## src/rtl/e203_rst_seq.sv

```systemverilog
// e203_rst_seq: board-level reset sequencer driving the SoC external reset.
// Synchronises PLL lock and the reset button, debounces button presses,
// and holds the SoC in reset until lock is stable for a programmable stretch.
// Optional build macro: E203_RST_SEQ_LOCK_LOSS_RESET_EN. When it is defined,
// losing lock while running puts the SoC back into reset.
module e203_rst_seq #(
  parameter int unsigned SYNC_STAGES = 2,
  parameter int unsigned DEB_CYCLES  = 50000,
  parameter int unsigned RST_CYCLES  = 16,
  parameter int unsigned CNT_W       = 16
) (
  input  logic       hfextclk,
  input  logic       reset,
  input  logic       pll_lock,
  input  logic       erstn,
  input  logic       clr_status,
  output logic       reset_n,
  output logic [1:0] seq_state,
  output logic       ext_rst_seen,
  output logic       lock_lost
);

  typedef enum logic [1:0] {
    S_HOLD      = 2'd0,
    S_WAIT_LOCK = 2'd1,
    S_STRETCH   = 2'd2,
    S_RUN       = 2'd3
  } state_t;

  localparam logic [CNT_W-1:0] DEB_MAX  = CNT_W'(DEB_CYCLES);
  localparam logic [CNT_W-1:0] STR_LAST = CNT_W'(RST_CYCLES - 1);

  logic [SYNC_STAGES-1:0] r_lock_sync;
  logic [SYNC_STAGES-1:0] r_erstn_sync;
  logic [CNT_W-1:0]       r_deb_cnt;
  logic [CNT_W-1:0]       r_str_cnt;
  state_t                 r_state;
  logic                   r_reset_n;
  logic                   r_ext_rst_seen;
  logic                   r_lock_lost;

  logic   w_lock_s;
  logic   w_erstn_s;
  logic   w_btn_held;
  state_t w_next;
  logic   w_set_ext;
  logic   w_set_lost;

  // Two-flop style synchronisers; the button chain resets to "released".
  always_ff @(posedge hfextclk) begin
    if (reset) begin
      r_lock_sync  <= '0;
      r_erstn_sync <= '1;
    end else begin
      r_lock_sync  <= {r_lock_sync[SYNC_STAGES-2:0], pll_lock};
      r_erstn_sync <= {r_erstn_sync[SYNC_STAGES-2:0], erstn};
    end
  end

  assign w_lock_s  = r_lock_sync[SYNC_STAGES-1];
  assign w_erstn_s = r_erstn_sync[SYNC_STAGES-1];

  // Debounce counter: counts low cycles, saturates, clears instantly on release.
  always_ff @(posedge hfextclk) begin
    if (reset) begin
      r_deb_cnt <= '0;
    end else if (w_erstn_s) begin
      r_deb_cnt <= '0;
    end else if (r_deb_cnt != DEB_MAX) begin
      r_deb_cnt <= r_deb_cnt + CNT_W'(1);
    end
  end

  assign w_btn_held = (r_deb_cnt == DEB_MAX);

  // Next-state and sticky-flag set conditions.
  always_comb begin
    w_next     = r_state;
    w_set_ext  = 1'b0;
    w_set_lost = 1'b0;
    case (r_state)
      S_HOLD: begin
        w_next = S_WAIT_LOCK;
      end
      S_WAIT_LOCK: begin
        if (w_lock_s && !w_btn_held) begin
          w_next = S_STRETCH;
        end
      end
      S_STRETCH: begin
        if (w_btn_held || !w_lock_s) begin
          w_next = S_WAIT_LOCK;
        end else if (r_str_cnt == STR_LAST) begin
          w_next = S_RUN;
        end
      end
      S_RUN: begin
        w_set_lost = !w_lock_s;
        if (w_btn_held) begin
          w_next    = S_WAIT_LOCK;
          w_set_ext = 1'b1;
        end else if (!w_lock_s) begin
`ifdef E203_RST_SEQ_LOCK_LOSS_RESET_EN
          w_next = S_WAIT_LOCK;
`else
          w_next = S_RUN;
`endif
        end
      end
      default: begin
        w_next = S_HOLD;
      end
    endcase
  end

  // State register; reset_n is registered from next state so it tracks S_RUN exactly.
  always_ff @(posedge hfextclk) begin
    if (reset) begin
      r_state   <= S_HOLD;
      r_reset_n <= 1'b0;
    end else begin
      r_state   <= w_next;
      r_reset_n <= (w_next == S_RUN);
    end
  end

  // Stretch counter runs only while staying in S_STRETCH; any entry or abort restarts it.
  always_ff @(posedge hfextclk) begin
    if (reset) begin
      r_str_cnt <= '0;
    end else if (r_state == S_STRETCH && w_next == S_STRETCH) begin
      r_str_cnt <= r_str_cnt + CNT_W'(1);
    end else begin
      r_str_cnt <= '0;
    end
  end

  // Sticky status flags; a set in the same cycle as clr_status wins.
  always_ff @(posedge hfextclk) begin
    if (reset) begin
      r_ext_rst_seen <= 1'b0;
      r_lock_lost    <= 1'b0;
    end else begin
      if (w_set_ext) begin
        r_ext_rst_seen <= 1'b1;
      end else if (clr_status) begin
        r_ext_rst_seen <= 1'b0;
      end
      if (w_set_lost) begin
        r_lock_lost <= 1'b1;
      end else if (clr_status) begin
        r_lock_lost <= 1'b0;
      end
    end
  end

  assign reset_n      = r_reset_n;
  assign seq_state    = r_state;
  assign ext_rst_seen = r_ext_rst_seen;
  assign lock_lost    = r_lock_lost;

endmodule

```

## config.mk

```make
export PLATFORM = sky130hd
export DESIGN_NAME = e203_rst_seq
export DESIGN_NICKNAME = d
export VERILOG_FILES = /design/src/rtl/e203_rst_seq.sv
export SDC_FILE = /design/constraint.sdc
export NUM_CORES = 1
export LEC_CHECK = 0
export ABC_AREA = 1
export CAP_MARGIN = 40
export CELL_PAD_IN_SITES_DETAIL_PLACEMENT = 2
export CELL_PAD_IN_SITES_GLOBAL_PLACEMENT = 2
export CORE_MARGIN = 2
export CORE_UTILIZATION = 34
export DETAILED_ROUTE_END_ITERATION = 8
export GPL_ROUTABILITY_DRIVEN = 0
export PLACE_DENSITY_LB_ADDON = 0.1
export REMOVE_ABC_BUFFERS = 1
export SETUP_SLACK_MARGIN = 0.1
export SYNTH_ARGS = -nofsm -noshare
export SYNTH_HDL_FRONTEND = slang
export SYNTH_SLANG_ARGS = --single-unit
```

## constraint.sdc

```tcl
create_clock -name hfextclk -period 1.87 [get_ports hfextclk]
set_input_delay 0.374 -clock hfextclk [delete_from_list [all_inputs] [get_ports hfextclk]]
set_output_delay 0.374 -clock hfextclk [all_outputs]
set_load 0.05 [all_outputs]
```

; Word level (Yosys, flattened, before mapping)
; Cells that the tools add are included.
[op_classes]
reduce_logical = 10
n_eq_ne = 8
n_bitwise = 1
addsub = 2
mux = 12
[ops]
columns = operator, count
row1 = $add 16x1->16 const B, 2
row2 = $eq 16x16->1 const B, 1
row3 = $eq 16x4->1 const B, 1
row4 = $ne 16x16->1 const B, 1
row5 = $mux 2, 5
row6 = $eq 2x2->1 const B, 4
row7 = $pmux 2 s4, 1
row8 = $mux 1, 6
row9 = $reduce_bool 2->1, 2
row10 = $reduce_or 2->1, 2
row11 = $eq 2x1->1 const B, 1
row12 = $logic_and 1x1->1, 2
row13 = $logic_not 1->1, 2
row14 = $logic_not 2->1, 1
row15 = $logic_or 1x1->1, 1
row16 = $not 1->1, 1
[word_totals]
inputBits = 5
wordCells = 41
ff_bits = 41

; Logic depth before layout (Yosys ltp)
; Gate-level depths: netlist of the first run.
[logic_depth]
depth_word = 9
mapped_depth = 10

; Least setup slack after synthesis of the first run
; Ideal clock, no wire load.
[synth_path]
kind = flip-flop to flip-flop
start = reg r_state[0] (netlist: seq_state[0])
end = reg r_str_cnt[9]
required_time_ns = 1.809
setup_ns = 0.061
t_arrival_ns = 1.464
slack_ns = 0.345
synth_period_minus_slack_ns = 1.525
path_stages_with_launch = 10
path_buffers = 1
cell_sequence = dfxtp_1 > nand2_1 > nand2_1 > nand2_1 > nor2_2 > nand2_2 > nor2_4 > nand2_4 > buf_12 > nor2_4
[synth_via]
elab_chain_len = 7
word_cells_on_any_way = 14
classes_between = 4 x eq/ne / 6 x mux / 1 x bitwise / 3 x reduce/logical
[synth_lines]
columns = item, line_no
row1 = "start, declared", 37  ; state_t r_state;
row2 = "start signal, assigned", 122  ; r_state <= w_next;
row3 = $mux 2 (on tied branches), "102, 93"
row4 = $mux 2 (on tied branches), "99, 91"
row5 = $pmux 2 s4, 81  ; case (r_state)
row6 = $eq 2x2->1, 131  ; end else if (r_state == S_STRETCH && w_next == S_STRETCH) begin
row7 = $logic_and 1x1->1 (*), 131
row8 = $not 1->1 (no source line) (*), n/a
row9 = $reduce_or 2->1 (no source line) (*), n/a
row10 = "end signal, assigned", 132  ; r_str_cnt <= r_str_cnt + CNT_W'(1);
row11 = "end, declared", 36  ; logic [CNT_W-1:0] r_str_cnt;
; Mark *: on every way between the ends. The rest lies on a longest branch, timed or not.
; A chain may end at the register's enable or synchronous reset.

; Worst setup path in the final report of the first run
[layout_path]
start = reg r_str_cnt[0]
end = reg r_str_cnt[3]
[layout_via]
elab_chain_len = 8
word_cells_on_any_way = 9
classes_between = 1 x add/sub / 2 x eq/ne / 3 x mux / 1 x bitwise / 2 x reduce/logical
[layout_lines]
columns = item, line_no
row1 = $eq 16x4->1, 93  ; end else if (r_str_cnt == STR_LAST) begin
row2 = $mux 2, 93
row3 = $mux 2, 91  ; if (w_btn_held || !w_lock_s) begin
row4 = $pmux 2 s4, 81
row5 = $eq 2x2->1, 131
row6 = $logic_and 1x1->1, 131
row7 = $not 1->1 (no source line), n/a
row8 = $reduce_or 2->1 (no source line), n/a
; Parallel ways exist; a longest one is shown, timed or not.

==> reports/summary.txt, run 1 <==
share of total power in the clock network: 0.376
Cell Rows: 28
simple-gate share of the synthesized area: 0.380
worst slew pin tran: 0.509 ns
worst hold path type: reg2reg
CTS H-tree lvls: 2
fin nets: 300
maximum vdd drop: 0.317 mV
Synth Register Bits: 41
post-synthesis compound-gate area fraction: 0.0704
Synth Area in XOR/XNOR: 0.0300
Hold Vio Cnt, Final: 0
Unique masters post-synth: 30
Layout area overhead: 12.9%
Flop pwr share: 0.590
Max-slew headroom: 0.662
syn avg cell area: 7.38 µm²
critical path arrival: 1.73 ns
CTS tree: yes
max_cap viols: 0
P_sw: 337 µW
Total GRT Usage: 0.155
Worst Hold End: r_lock_sync[1]
CP Launch Type: flip-flop
largest family of logic cells by synthesized area: simple AND/OR/NAND/NOR gates
status: finished, final reports clean
critical path capture point type: flip-flop
Hold Slack: 0.418 ns
RSZ-0062 raised after global routing: no
filler instances: 728
synthesis warning total: 0
Crit path top cell by count: nor2_2
I/O Pins: 10
Crit-path slowest cell: dfxtp_1
Hold Path Cell Cnt: 2
Clock Latency Late Sink: 0.29 ns
Clock Sinks: 41
die width: 81.5 µm
Longest Clk Path Bufs: 2
Starting Density: 0.349
Setup Skew: 0.00837 ns
PwrDens: 649 nW/µm²
Worst Path Required: 2.04 ns
pre-CTS WS: 0.165 ns
initial antenna violation count: 0
Mapped Cells: 277
layout cells sized above 1: 0.167
Die Span Y: 81.5 µm
reg2reg setup slack: 0.32 ns
Fmax achieved: 644 MHz
Initial DRT Pass Iterations: 4
Post-CTS Hold Buffers: 0
final worst-path cycle share: 0.831
FF+latch area: 822 µm²
clock period minus worst slack: 1.55 ns
Critical R2R Capture: r_str_cnt[3]
Pleak: 0.000878 µW
largest net degree at the start of global routing: 17
portion of netlist area occupied by mux cells: 0
Hold Crit Start: r_lock_sync[0]
n_diodes: 0
post-route setup slack: 0.317 ns
CTS clock-pin slew for the worst setup and hold paths: 0.08 ns
Via-to-Cell Ratio: 4.55
critical path cell sequence: ha_1 > inv_1 > nor2_2 > nand3_1 > nor2_2 > nor2_4 > nand2_8 > nor2_1
cell-internal power: 1160 µW
area of the multi-input gates: 1030 µm²
full die area: 6650 µm²
I/O Buffers: 9
cells on worst reg2reg path: 8
Combinational Power Share: 0.034
CTS Root Cell: clkbuf_8
Final Max Slew Viols: 0
DR vias: 1674
CP peak stage delay: 0.38 ns
DRC Markers: 0
endpoints failing setup: 0
vias in the first global route: 1768
wire per inst: 12.5 µm
RR Startpoint: r_str_cnt[0]
total congestion overflow: 0
post-synthesis sequential area ratio: 0.402
Synth Area in Adders: 0.0184
CTS buffer count: 5
first-pass GRT wire length: 7850 µm
DR iter-0 viols: 15
dpl hpwl: 3610 µm
Fin Setup TNS: 0 ns
sw frac: 0.225
critical setup path kind: reg2reg
Post-Route WL: 4580 µm
Mapped Area: 2040 µm²
core footprint: 5850 µm²
Routed Antenna Nets: 0
critical path peak fanout: 16
-- sequential cells by signal, indices dropped and copies added (netlist names) --
name          flops
r_deb_cnt        16
r_str_cnt        16
r_erstn_sync      2
r_lock_sync       2
seq_state         2
ext_rst_seen      1
lock_lost         1
reset_n           1
-- area by class of cell --
| type | instances | area share |
|---|---|---|
| well taps | 75 | 0.0407 |
| multi-input cells | 187 | 0.445 |
| clock inverters | 2 | 0.00434 |
| inverters | 46 | 0.0754 |
| flip-flops and latches | 41 | 0.356 |
| clock buffers | 6 | 0.0315 |
| repair buffers | 11 | 0.0461 |
-- how the worst max path moves through the flow --
stage                            start           end  cells past startpoint
final                     r_str_cnt[0]  r_str_cnt[3]                      8
after global routing      r_deb_cnt[1]  r_str_cnt[3]                      9
after CTS                 r_str_cnt[0]  r_str_cnt[3]                      8
after detailed placement         reset  r_str_cnt[4]                      6
after global placement           reset  r_str_cnt[5]                      6
after floorplan           seq_state[1]  r_str_cnt[0]                      7
-- critical path: cells and delay by family, from the launching register on --
family	cells	cell delay, ns
simple gates	6	0.76
flops	1	0.38
fa+ha+maj	1	0.23
buf+inv	1	0.07
-- cells in the final DEF, fill, tap and decap left out, types with 3 or more instances in the layout --
cell	count
clkdlybuf4s50_1	4
o21ai_0	13
nor2_1	37
buf_4	5
a21oi_1	11
nand3_1	13
inv_1	42
nand4_1	3
ha_1	3
clkinv_2	3
dfxtp_1	40
nor2_4	15
xor2_1	6
clkbuf_8	5
nand2_2	6
nand2_1	61
nor2_2	5
-- synthesized netlist by cell type --
| master | number | area share |
|---|---|---|
| nand2_1 | 61 | 0.11 |
| inv_1 | 42 | 0.077 |
| dfxtp_1 | 41 | 0.40 |
| nor2_1 | 37 | 0.068 |
| nor2_4 | 15 | 0.083 |
| nand3_1 | 13 | 0.032 |
| o21ai_0 | 13 | 0.032 |
| a21oi_1 | 11 | 0.027 |
| nand2_2 | 6 | 0.018 |
| xor2_1 | 6 | 0.026 |
| nor2_2 | 5 | 0.015 |
| ha_1 | 3 | 0.018 |
| nand4_1 | 3 | 0.0092 |
| buf_2 | 2 | 0.0049 |
| inv_2 | 2 | 0.0037 |
| nand2_4 | 2 | 0.011 |
| or2_2 | 2 | 0.0061 |
| a31oi_1 | 1 | 0.0031 |
| buf_12 | 1 | 0.0098 |
| clkinv_1 | 1 | 0.0018 |
| clkinv_2 | 1 | 0.0024 |
| nand3_2 | 1 | 0.0049 |
| nand3b_1 | 1 | 0.0037 |
| nor3_1 | 1 | 0.0024 |
| nor3_4 | 1 | 0.0080 |
| nor4_1 | 1 | 0.0031 |
| o211a_1 | 1 | 0.0049 |
| o21bai_1 | 1 | 0.0037 |
| or2_1 | 1 | 0.0031 |
| xnor2_1 | 1 | 0.0043 |
-- per-layer routing --
| layer | part of all wire | vias to the layer above | global-route usage |
|---|---|---|---|
| li1 | - | 872 | - |
| met1 | 0.47 | 791 | 0.191 |
| met2 | 0.51 | 7 | 0.267 |
| met3 | 0.014 | 4 | 0.0363 |
| met4 | 0.0083 | 0 | 0.0458 |
| met5 | 0 | - | 0 |
-- timing repair --
| action | CTS | global route |
|---|---|---|
| endpoints found under the setup margin | 1 | 15 |
| pin swaps | 0 | 1 |
| cloned | 0 | 0 |
| setup buffers | 0 | 0 |
| resized for setup | 1 | 2 |
| hold endpoints to repair | 0 | 0 |
-- power by group through the flow --
stage               Clock [µW]  Sequential (µW)  Combinational (µW)
detailed placement           0              904                50.8
CTS                        601              883                51.4
global placement             0              904                49.2
floorplan                    0              912                17.9
finish                     563              883                51.0
global route               635              885                56.7
-- through the flow --
step,std cells,power (µW),utilization,cell area (µm²)
6_report,368,1500,0.394,2310
5_1_grt,368,1580,0.394,2310
4_1_cts,368,1540,0.392,2300
3_5_place_dp,360,955,0.379,2210
3_3_place_gp,360,953,0.379,2210
2_1_floorplan,274,930,-,2010
-- cell families (layout without fill, tap and decap cells) --
group | Yosys count | count (layout)
flip-flops | 41 | 41
adder cells (fa/ha/maj) | 3 | 3
XOR/XNOR | 7 | 7
AO/OA/AOI/OAI | 27 | 27
buffers and inverters | 49 | 65
AND/OR/NAND/NOR | 150 | 150
Power figures use the tool's default switching activity.
==> inputs of run 2 (changes only) <==
clock period = 1.6 ns   (was 1.87 ns; I/O delays follow)
==> run 2 against run 1 <==
Critical endpoint is now r_str_cnt[8]; sequential power up 17%; clock power up 19%; clock skew down 0.0035 ns; worst hold slack better by 0.0077 ns; core utilization up 4.9 points; total power up 19%; die area unchanged.
==> reports/summary.txt, run 2 (synthesized netlist as in run 1, its figures left out) <==
status: finished, final reports clean
Worst Path Required: 1.84 ns (-0.20 ns)
P_sw: 414 µW (+23%)
Setup Skew: 0.00491 ns (-0.00346 ns)
Cell Rows: 28 (unchanged)
sw frac: 0.232 (+0.00686)
Hold Vio Cnt, Final: 0 (unchanged)
CTS H-tree lvls: 2 (unchanged)
worst hold path type: reg2reg
Layout area overhead: 26.9%
Longest Clk Path Bufs: 2 (unchanged)
n_diodes: 0 (unchanged)
cell-internal power: 1370 µW (+18%)
core footprint: 5850 µm² (unchanged)
Final Non-Filler Cells: 389 (+5.7%)
Routed Antenna Nets: 0 (unchanged)
first-pass GRT wire length: 8890 µm (+13%)
CTS clock-pin slew for the worst setup and hold paths: 0.08 ns (about the same)
worst slew pin tran: 0.260 ns (-0.249 ns)
Die Span Y: 81.5 µm (unchanged)
Clock Latency Late Sink: 0.29 ns (about the same)
die width: 81.5 µm (unchanged)
Hold Path Cell Cnt: 1 (-1)
Starting Density: 0.349 (unchanged)
full die area: 6650 µm² (unchanged)
Post-CTS Hold Buffers: 0 (unchanged)
CTS Root Cell: clkbuf_8
maximum vdd drop: 0.300 mV (-5.4%)
reg2reg setup slack: 0.17 ns (-0.15 ns)
CTS buffer count: 5 (unchanged)
critical path peak fanout: 8 (-8)
endpoints failing setup: 0 (unchanged)
vias in the first global route: 1873 (+5.9%)
DR vias: 1812 (+8.2%)
Final Max Slew Viols: 0 (unchanged)
CP peak stage delay: 0.35 ns (-0.03 ns)
Initial DRT Pass Iterations: 3 (-1)
dpl cells: 372 (+3.3%)
total congestion overflow: 0 (unchanged)
fin nets: 321 (+7.0%)
critical setup path kind: reg2reg
Hold Slack: 0.426 ns (+0.00765 ns)
Clock Sinks: 41 (unchanged)
commonest non-fill, non-tap cell in the layout: nand2_1
clock period minus worst slack: 1.43 ns (-0.119 ns)
Total GRT Usage: 0.177 (+0.0220)
DRC Markers: 0 (unchanged)
Crit path top cell by count: nor2_4
critical path cell sequence: inv_2 > ha_4 > nand3_4 > nor2_4 > nand2_4 > nand2_4 > nor2_4 > nand2_8 > nor2_4
share of total power in the clock network: 0.375 (about the same)
critical path arrival: 1.67 ns (-0.06 ns)
CTS tree: yes
final worst-path cycle share: 0.897 (+0.0661)
DR iter-0 viols: 49 (+34)
Crit-path slowest cell: dfxtp_2
Combinational Power Share: 0.047 (+0.013)
Via-to-Cell Ratio: 4.66 (+2.4%)
wire per inst: 14.3 µm (+15%)
max_cap viols: 0 (unchanged)
largest net degree at the start of global routing: 13 (-4)
Fin Setup TNS: 0 ns (unchanged)
cells on worst reg2reg path: 9 (+1)
RSZ-0062 raised after global routing: yes
I/O Pins: 10 (unchanged)
most frequent cells in the layout: nand2_1, inv_1, dfxtp_1, nor2_1, buf_4
Fmax achieved: 697 MHz (+8.3%)
pre-CTS WS: -0.0411 ns (-0.206 ns)
post-route setup slack: 0.165 ns (-0.151 ns)
PwrDens: 689 nW/µm² (+6.1%)
Flop pwr share: 0.578 (-0.012)
initial antenna violation count: 0 (unchanged)
I/O Buffers: 9 (unchanged)
CP Launch Type: flip-flop
Regs by FF count: r_deb_cnt: 16 flops, r_str_cnt: 16 flops
dpl hpwl: 3930 µm (+8.8%)
Post-Route WL: 5570 µm (+21%)
layout cells sized above 1: 0.296 (+0.129)
Max-slew headroom: 0.826 (+0.164)
critical path capture point type: flip-flop
Pwr Total: 1790 µW (+19%)
Pleak: 0.000978 µW (+11%)
## run 2: area by class of cell
| cell class | count | area [µm²] |
|---|---|---|
| clock inverter | 2 | 10.0 |
| fill | 683 | 3260 |
| tap | 75 | 93.8 |
| clock buffer | 6 | 72.6 |
| multi-input combinational | 188 | 1130 |
| inverter | 46 | 174 |
| sequential | 41 | 832 |
| timing repair buffer | 31 | 280 |
## run 2: power groups by stage
stage | clock (µW) | sequential, µW | combinational (µW)
2_1_floorplan | 0 | 1070 | 20.9
3_3_place_gp | 0 | 1060 | 68.3
3_5_place_dp | 0 | 1060 | 70.4
4_1_cts | 703 | 1030 | 78.1
5_1_grt | 745 | 1030 | 90.6
6_report | 670 | 1030 | 83.4
## run 2: what timing repair did
action	CTS	global route
gates resized for setup	7	28
pin swaps	5	13
cloned	1	0
buffers inserted	4	4
endpoints found under the setup margin	16	26
## run 2: worst max-delay path, delay by kind of cell (launching register included)
kind                       cells  cell delay, ns
DFF                            1            0.35
adders and majority gates      1            0.15
buffers and inverters          1            0.05
and+or+nand+nor                7            0.82
## run 2: path summary, 6_finish.rpt
check | startpoint | endpoint
worst min-delay path | r_erstn_sync[0] | r_erstn_sync[1]
worst min register to register | r_erstn_sync[0] | r_erstn_sync[1]
worst max-delay path | r_deb_cnt[0] | r_str_cnt[8]
worst max register to register | r_deb_cnt[0] | r_str_cnt[8]
## run 2: layer usage
metal  vias up  part of all wire  GRT usage  wire, µm
met5         -                 0          0         0
met4         0             0.017     0.0559        95
met3         8             0.012     0.0330        69
met2        11              0.51      0.300      2830
met1       875              0.46      0.226      2570
li1        918                 -          -         -
## run 2: per-stage QoR
stage          utilization  area, µm²
3_3_place_gp         0.396       2310
3_5_place_dp         0.396       2310
5_1_grt              0.443       2590
2_1_floorplan            -       2010
4_1_cts              0.424       2480
6_report             0.443       2590
